==> config.mk <==
export PLATFORM = sky130hd
export DESIGN_NAME = trng_packer_flat
export DESIGN_NICKNAME = d
export VERILOG_FILES = /design/src/rtl/trng_packer_pkg.sv /design/src/rtl/trng_packer_if.sv /design/src/rtl/trng_word_fifo.sv /design/src/rtl/trng_packer.sv /design/src/flat_wrapper.sv
export SDC_FILE = /design/constraint.sdc
export NUM_CORES = 1
export LEC_CHECK = 0
export BUFFER_PORTS_ARGS = -buffer_cell sky130_fd_sc_hd__buf_2
export CAP_MARGIN = 15
export CORE_UTILIZATION = 40
export CTS_CLUSTER_DIAMETER = 120
export DETAILED_ROUTE_END_ITERATION = 10
export GPL_TIMING_DRIVEN = 0
export MAX_ROUTING_LAYER = met4
export PLACE_DENSITY = 0.57
export REMOVE_ABC_BUFFERS = 1
export SLEW_MARGIN = 20
export SYNTH_ARGS = -nofsm -noshare
export SYNTH_HDL_FRONTEND = slang
export SYNTH_HIERARCHICAL = 1
export SYNTH_SLANG_ARGS = --single-unit
==> constraint.sdc <==
create_clock -name clock -period 4.3 [get_ports clock]
set_clock_uncertainty 0.15 [all_clocks]
set_input_delay 0.645 -clock clock [delete_from_list [all_inputs] [get_ports clock]]
set_output_delay 0.645 -clock clock [all_outputs]
set_load 0.005 [all_outputs]
==> src/rtl/trng_packer_pkg.sv <==
// Shared defaults for the TRNG packing path.
package trng_packer_pkg;

    localparam int DEF_DBW   = 32;
    localparam int DEF_BPC   = 4;
    localparam int DEF_DEPTH = 4;
    localparam int DEF_DCNTW = 16;

endpackage

==> src/rtl/trng_packer_if.sv <==
// Chunk input and word readout handshake between sampler, packer and readout logic.
interface trng_packer_if #(
    parameter int Dbw = 32,
    parameter int Bpc = 4
);
    logic           en_sr;
    logic [Bpc-1:0] shift_in;
    logic           out_ready;
    logic [Dbw-1:0] out_data;
    logic           out_valid;

    modport master (
        input  en_sr,
        input  shift_in,
        input  out_ready,
        output out_data,
        output out_valid
    );

    modport slave (
        output en_sr,
        output shift_in,
        output out_ready,
        input  out_data,
        input  out_valid
    );
endinterface

==> src/rtl/trng_word_fifo.sv <==
// Dbw x Depth first-word-fall-through FIFO with flush and occupancy.
// Latency: a push is visible at rd_data the cycle after the write edge.
// Backpressure: push while full is ignored unless a pop frees the slot in the same cycle.
module trng_word_fifo
    import trng_packer_pkg::*;
#(
    parameter int Dbw   = DEF_DBW,
    parameter int Depth = DEF_DEPTH
) (
    input  logic                         clock,
    input  logic                         reset,
    input  logic                         push,
    input  logic                         pop,
    input  logic                         flush,
    input  logic [Dbw-1:0]               wr_data,
    output logic [Dbw-1:0]               rd_data,
    output logic                         full,
    output logic                         empty,
    output logic [$clog2(Depth+1)-1:0]   level
);
    localparam int AW = $clog2(Depth);
    localparam logic [AW:0] PTR_ONE = 1;

    logic [Dbw-1:0] mem [Depth];
    logic [AW:0]    wr_ptr;
    logic [AW:0]    rd_ptr;
    logic           do_push;
    logic           do_pop;

    // Extra wrap bit distinguishes full from empty when the index bits match.
    assign empty   = (wr_ptr == rd_ptr);
    assign full    = (wr_ptr[AW] != rd_ptr[AW]) && (wr_ptr[AW-1:0] == rd_ptr[AW-1:0]);
    assign level   = wr_ptr - rd_ptr;
    assign do_pop  = pop && !empty;
    assign do_push = push && (!full || do_pop);
    assign rd_data = empty ? '0 : mem[rd_ptr[AW-1:0]];

    always_ff @(posedge clock) begin
        if (reset || flush) begin
            wr_ptr <= '0;
            rd_ptr <= '0;
        end else begin
            if (do_push) wr_ptr <= wr_ptr + PTR_ONE;
            if (do_pop)  rd_ptr <= rd_ptr + PTR_ONE;
        end
    end

    always_ff @(posedge clock) begin
        if (do_push) mem[wr_ptr[AW-1:0]] <= wr_data;
    end
endmodule

==> src/rtl/trng_packer.sv <==
// Packs Bpc-bit TRNG chunks MSB-first into Dbw-bit words queued in an FWFT FIFO.
// Latency: the word-completing edge makes out_valid high in the following cycle.
// Backpressure: valid/ready on output; a word completing into a full FIFO with no pop is dropped and counted.
module trng_packer
    import trng_packer_pkg::*;
#(
    parameter int Dbw   = DEF_DBW,
    parameter int Bpc   = DEF_BPC,
    parameter int Depth = DEF_DEPTH,
    parameter int DcntW = DEF_DCNTW
) (
    input  logic                          clock,
    input  logic                          reset,
    trng_packer_if.master                 bus,
    input  logic                          flush,
    input  logic                          clr_ovf,
    output logic [$clog2(Depth+1)-1:0]    level,
    output logic [$clog2(Dbw/Bpc):0]      partial,
    output logic                          overflow,
    output logic [DcntW-1:0]              drop_cnt
);
    localparam int N  = Dbw / Bpc;
    localparam int PW = $clog2(N) + 1;

    logic           word_done;
    logic [Dbw-1:0] word_dat;
    logic           push;
    logic           pop;
    logic           drop;
    logic           fifo_full;
    logic           fifo_empty;

    generate
        if (N == 1) begin : g_direct
            assign word_done = bus.en_sr;
            assign word_dat  = bus.shift_in;
            assign partial   = '0;
        end else begin : g_asm
            logic [PW-1:0]      cnt;
            logic [Dbw-Bpc-1:0] asm_q;

            assign word_done = bus.en_sr && (cnt == PW'(N - 1));
            assign word_dat  = {asm_q, bus.shift_in};
            assign partial   = cnt;

            always_ff @(posedge clock) begin
                if (reset || flush) begin
                    cnt   <= '0;
                    asm_q <= '0;
                end else if (bus.en_sr) begin
                    asm_q <= word_dat[Dbw-Bpc-1:0];
                    cnt   <= word_done ? '0 : cnt + PW'(1);
                end
            end
        end
    endgenerate

    // Flush swallows both the incoming chunk and any pop in the same cycle.
    assign pop           = bus.out_valid && bus.out_ready && !flush;
    assign push          = word_done && !flush;
    assign drop          = push && fifo_full && !pop;
    assign bus.out_valid = !fifo_empty;

    trng_word_fifo #(
        .Dbw   (Dbw),
        .Depth (Depth)
    ) u_fifo (
        .clock   (clock),
        .reset   (reset),
        .push    (push),
        .pop     (pop),
        .flush   (flush),
        .wr_data (word_dat),
        .rd_data (bus.out_data),
        .full    (fifo_full),
        .empty   (fifo_empty),
        .level   (level)
    );

    // A drop in the same cycle as clr_ovf restarts the count at one.
    always_ff @(posedge clock) begin
        if (reset) begin
            overflow <= 1'b0;
            drop_cnt <= '0;
        end else if (drop) begin
            overflow <= 1'b1;
            if (clr_ovf)        drop_cnt <= DcntW'(1);
            else if (!(&drop_cnt)) drop_cnt <= drop_cnt + DcntW'(1);
        end else if (clr_ovf) begin
            overflow <= 1'b0;
            drop_cnt <= '0;
        end
    end
endmodule

==> src/flat_wrapper.sv <==
// flat-port wrapper written by rule: the top's interface ports become plain ports
module trng_packer_flat import trng_packer_pkg::*;
#(
    parameter int Dbw   = DEF_DBW,
    parameter int Bpc   = DEF_BPC,
    parameter int Depth = DEF_DEPTH,
    parameter int DcntW = DEF_DCNTW
)
  (clock, reset, flush, clr_ovf, level, partial, overflow, drop_cnt, bus_en_sr, bus_shift_in, bus_out_ready, bus_out_data, bus_out_valid);
  trng_packer_if #(.Dbw(Dbw), .Bpc(Bpc)) bus_i ();
  input  logic clock;
  input  logic reset;
  input  logic flush;
  input  logic clr_ovf;
  output logic [$clog2(Depth+1)-1:0] level;
  output logic [$clog2(Dbw/Bpc):0] partial;
  output logic overflow;
  output logic [DcntW-1:0] drop_cnt;
  input wire logic [$bits(bus_i.en_sr)-1:0] bus_en_sr;
  input wire logic [$bits(bus_i.shift_in)-1:0] bus_shift_in;
  input wire logic [$bits(bus_i.out_ready)-1:0] bus_out_ready;
  output wire logic [$bits(bus_i.out_data)-1:0] bus_out_data;
  output wire logic [$bits(bus_i.out_valid)-1:0] bus_out_valid;
  assign bus_i.en_sr = bus_en_sr;
  assign bus_i.shift_in = bus_shift_in;
  assign bus_i.out_ready = bus_out_ready;
  assign bus_out_data = bus_i.out_data;
  assign bus_out_valid = bus_i.out_valid;
  trng_packer #(.Dbw(Dbw), .Bpc(Bpc), .Depth(Depth), .DcntW(DcntW)) u_core (.clock(clock), .reset(reset), .bus(bus_i), .flush(flush), .clr_ovf(clr_ovf), .level(level), .partial(partial), .overflow(overflow), .drop_cnt(drop_cnt));
endmodule
==> out/results.ini <==
[synth]
async_flop_share=0
synthTopCellsByArea=edfxtp_1, dfxtp_1, mux4_2
synth_cells=496
synthFlopType=edfxtp_1
ys_warn_count=6
ys_ff_latch=185
synth_top_cells_by_count=edfxtp_1, dfxtp_1, mux2i_1
synth_edf_count=128
netlist.area_leader.share=0.5111
syn_area_mm2=0.007521
syn_avg_cell_area_um2=15.16
yosysMostFrequentCell=edfxtp_1
yosysTopAreaCell=edfxtp_1
synth.distinct_cells=46
synth_seq_area_share=0.6628

[layout]
area_growth_pct=16.59
fillers=1562
drive_above_1_share=0.2613
finalCoreUtilization=0.4816
antennaDiodeCount=0
nets=581
final_area_mm2=0.008768
final_cells=803

[die]
pin_count=67
rows=49
start_util=0.4130
die_y_um=139.1
die_width_um=139.1
core_mm2=0.01821
dieArea_mm2=0.01935

[global_route]
grt_max_degree=33
grt-ovfl-total=0
grt_pass1_vias=4200
grtUsageTotal=0.1611
antenna_found_initial=0
grt_first_pass_wirelength_um=22500

[routing]
wirelength_um=14500
ant_nets=0
drt_iter0_drc=235
drc=6
via_per_inst=5.339
dr.pass1.iters=11
vias=4287
wl_per_cell_um=18.06

[pwr]
finalPower_uw=3576
vdd_drop_max_v=0.0002472
combPwrFrac=0.012
power_density_mw_per_mm2=407.8
intPower_uw=2884
clkPwrFrac=0.459
swShare=0.1937
leakagePower_uw=0.003077
p_seq_frac=0.528
netSwitchingPower_uw=692.6

[timing]
slew_viol_final=0
min_period_ns=3.577
max_freq_mhz=279.6
fin_setup_tns_ns=0
worst_slew_margin_rel=0.3212
period_share=0.8319
setup_viol=0
rsz0062_at_grt=no
worst_slew_pin_slew_ns=1.018
hold_violations=0

[critical_path]
cp_max_fo=32
max_stage_delay_ns=0.81
arrival_ns=3.47
cp_cell_sequence=inv_1, ha_1, nand2_1, nor2_4, buf_16, nor2b_1, nor2b_1, o31a_2, and2_2
path_common_cell=nor2b_1
critPathRequiredTime_ns=4.19
crit_type=reg -> reg
cp_slowest_cell=and2_2
critPathLaunchType=flip-flop
end_kind=flip-flop

[clocking]
clkSinkCount=185
clock_latency_ns=0.43
htreeDepth=4
cts_buffers=17
clk_pin_slew_ns=0.07
hold_buffers=0
root_buffer=clkbuf_16
cts_max_path_buffers=2
cts_setup_buffers=0
cts_tree=built
postCtsResizedCells=0

[placed_design]
dp.cells=771
place_congestion=0.8394
io_buffers=66
place_hpwl_um=8620
dpl-instance-area_mm2=0.008143

[status]
violations=DRC
status=finished, violations left

[min_path]
min_path_type=in -> reg

[flow_run]
max_cap_violations=0

==> cell families after synthesis <==
group                    synth area share
flip-flops                         0.6628
AND/OR/NAND/NOR                    0.1123
multiplexers                       0.1491
buffers and inverters             0.02412
AO/OA/AOI/OAI                     0.02944
adder cells (fa/ha/maj)           0.01763
XOR/XNOR                         0.004659
==> metal layers <==
layer  part of all wire  vias up  GRT usage
met5                  0        -          -
li1                   -     2010          -
met4             0.0089        0    0.05789
met1               0.45     2128     0.1962
met2               0.49      139     0.2568
met3              0.054       10    0.04489
==> cell usage in the layout (no fill, tap or decap), types with 2 or more instances in the layout <==
master and count:
and3_1 4, clkbuf_1 2, a21oi_1 11, buf_16 3, o211ai_1 2, nand4_1 6, nor3_1 9, and2_2 3
nand2_1 23, o21ai_0 3, inv_6 3, a311oi_1 2, mux2i_1 40, or2_2 2, mux4_2 32, ha_1 9
xnor2_1 2, or3_1 8, or4_1 7, nor4_1 4, edfxtp_1 128, nor2_1 37, clkinv_4 2, nor2b_1 34
clkbuf_16 17, xor2_1 2, buf_2 67, o31ai_1 6, dfxtp_1 55, bufinv_16 4, clkinv_2 2, a31oi_1 4
nand3_1 5, and2_1 2, inv_1 12, a211oi_1 2
==> flip-flops by register name, indices dropped and copies added, names as in the netlist, named ones only <==
| signal | count |
|---|---|
| u_core/g_asm.asm_q | 28 |
| u_core/overflow | 1 |
| u_core/u_fifo/rd_ptr | 3 |
| u_core/partial | 4 |
| u_core/u_fifo/wr_ptr | 3 |
| u_core/drop_cnt | 16 |
| u_core/u_fifo/mem | 128 |
==> metrics by stage <==
stage	worst slack (ns)	hold slack, ns
6_report	0.7230	0.3061
5_1_grt	0.4249	0.2964
4_1_cts	0.6665	0.2830
3_5_place_dp	0.3485	0.3373
3_3_place_gp	-2.223	0.2939
2_1_floorplan	0.1969	0.2967
==> worst max-delay path: cells and delay by family (launching register included) <==
kind / cells / cell delay [ns]
and+or+nand+nor: 5 / 1.71
adders and majority gates: 1 / 0.34
DFF: 1 / 0.38
AOI/OAI and AO/OA: 1 / 0.25
buffers and inverters: 2 / 0.33
==> area by class of cell <==
type | instances | area [µm²] | share of cell area
Sequential cell | 185 | 4990 | 0.5691
Multi-Input combinational cell | 274 | 2384 | 0.2718
Timing Repair Buffer | 71 | 437.9 | 0.04994
Clock buffer | 19 | 432.9 | 0.04937
Tap cell | 229 | 286.5 | 0.03268
Clock inverter | 13 | 192.7 | 0.02197
Inverter | 12 | 45.04 | 0.005137
==> power groups by stage <==
stage | clock network (µW) | logic, µW | registers [µW]
4_1_cts | 1680 | 45.8 | 1890
5_1_grt | 1760 | 49.5 | 1890
3_3_place_gp | 0 | 45.0 | 1930
2_1_floorplan | 0 | 20.5 | 1930
6_report | 1640 | 44.6 | 1890
3_5_place_dp | 0 | 45.8 | 1930
==> path summary, 6_finish.rpt <==
path                                start                  endpoint  slack, ns  depth (start not counted)
hold reg to reg           u_core/overflow           u_core/overflow       0.33                          2
setup / recovery  u_core/u_fifo/wr_ptr[0]  u_core/u_fifo/mem[0][30]       0.72                          9
setup reg to reg  u_core/u_fifo/wr_ptr[0]  u_core/u_fifo/mem[0][30]       0.72                          9
hold / removal            bus_shift_in[1]   u_core/u_fifo/mem[0][1]       0.31                          1
Note: power is estimated with default switching activity, not from simulation.
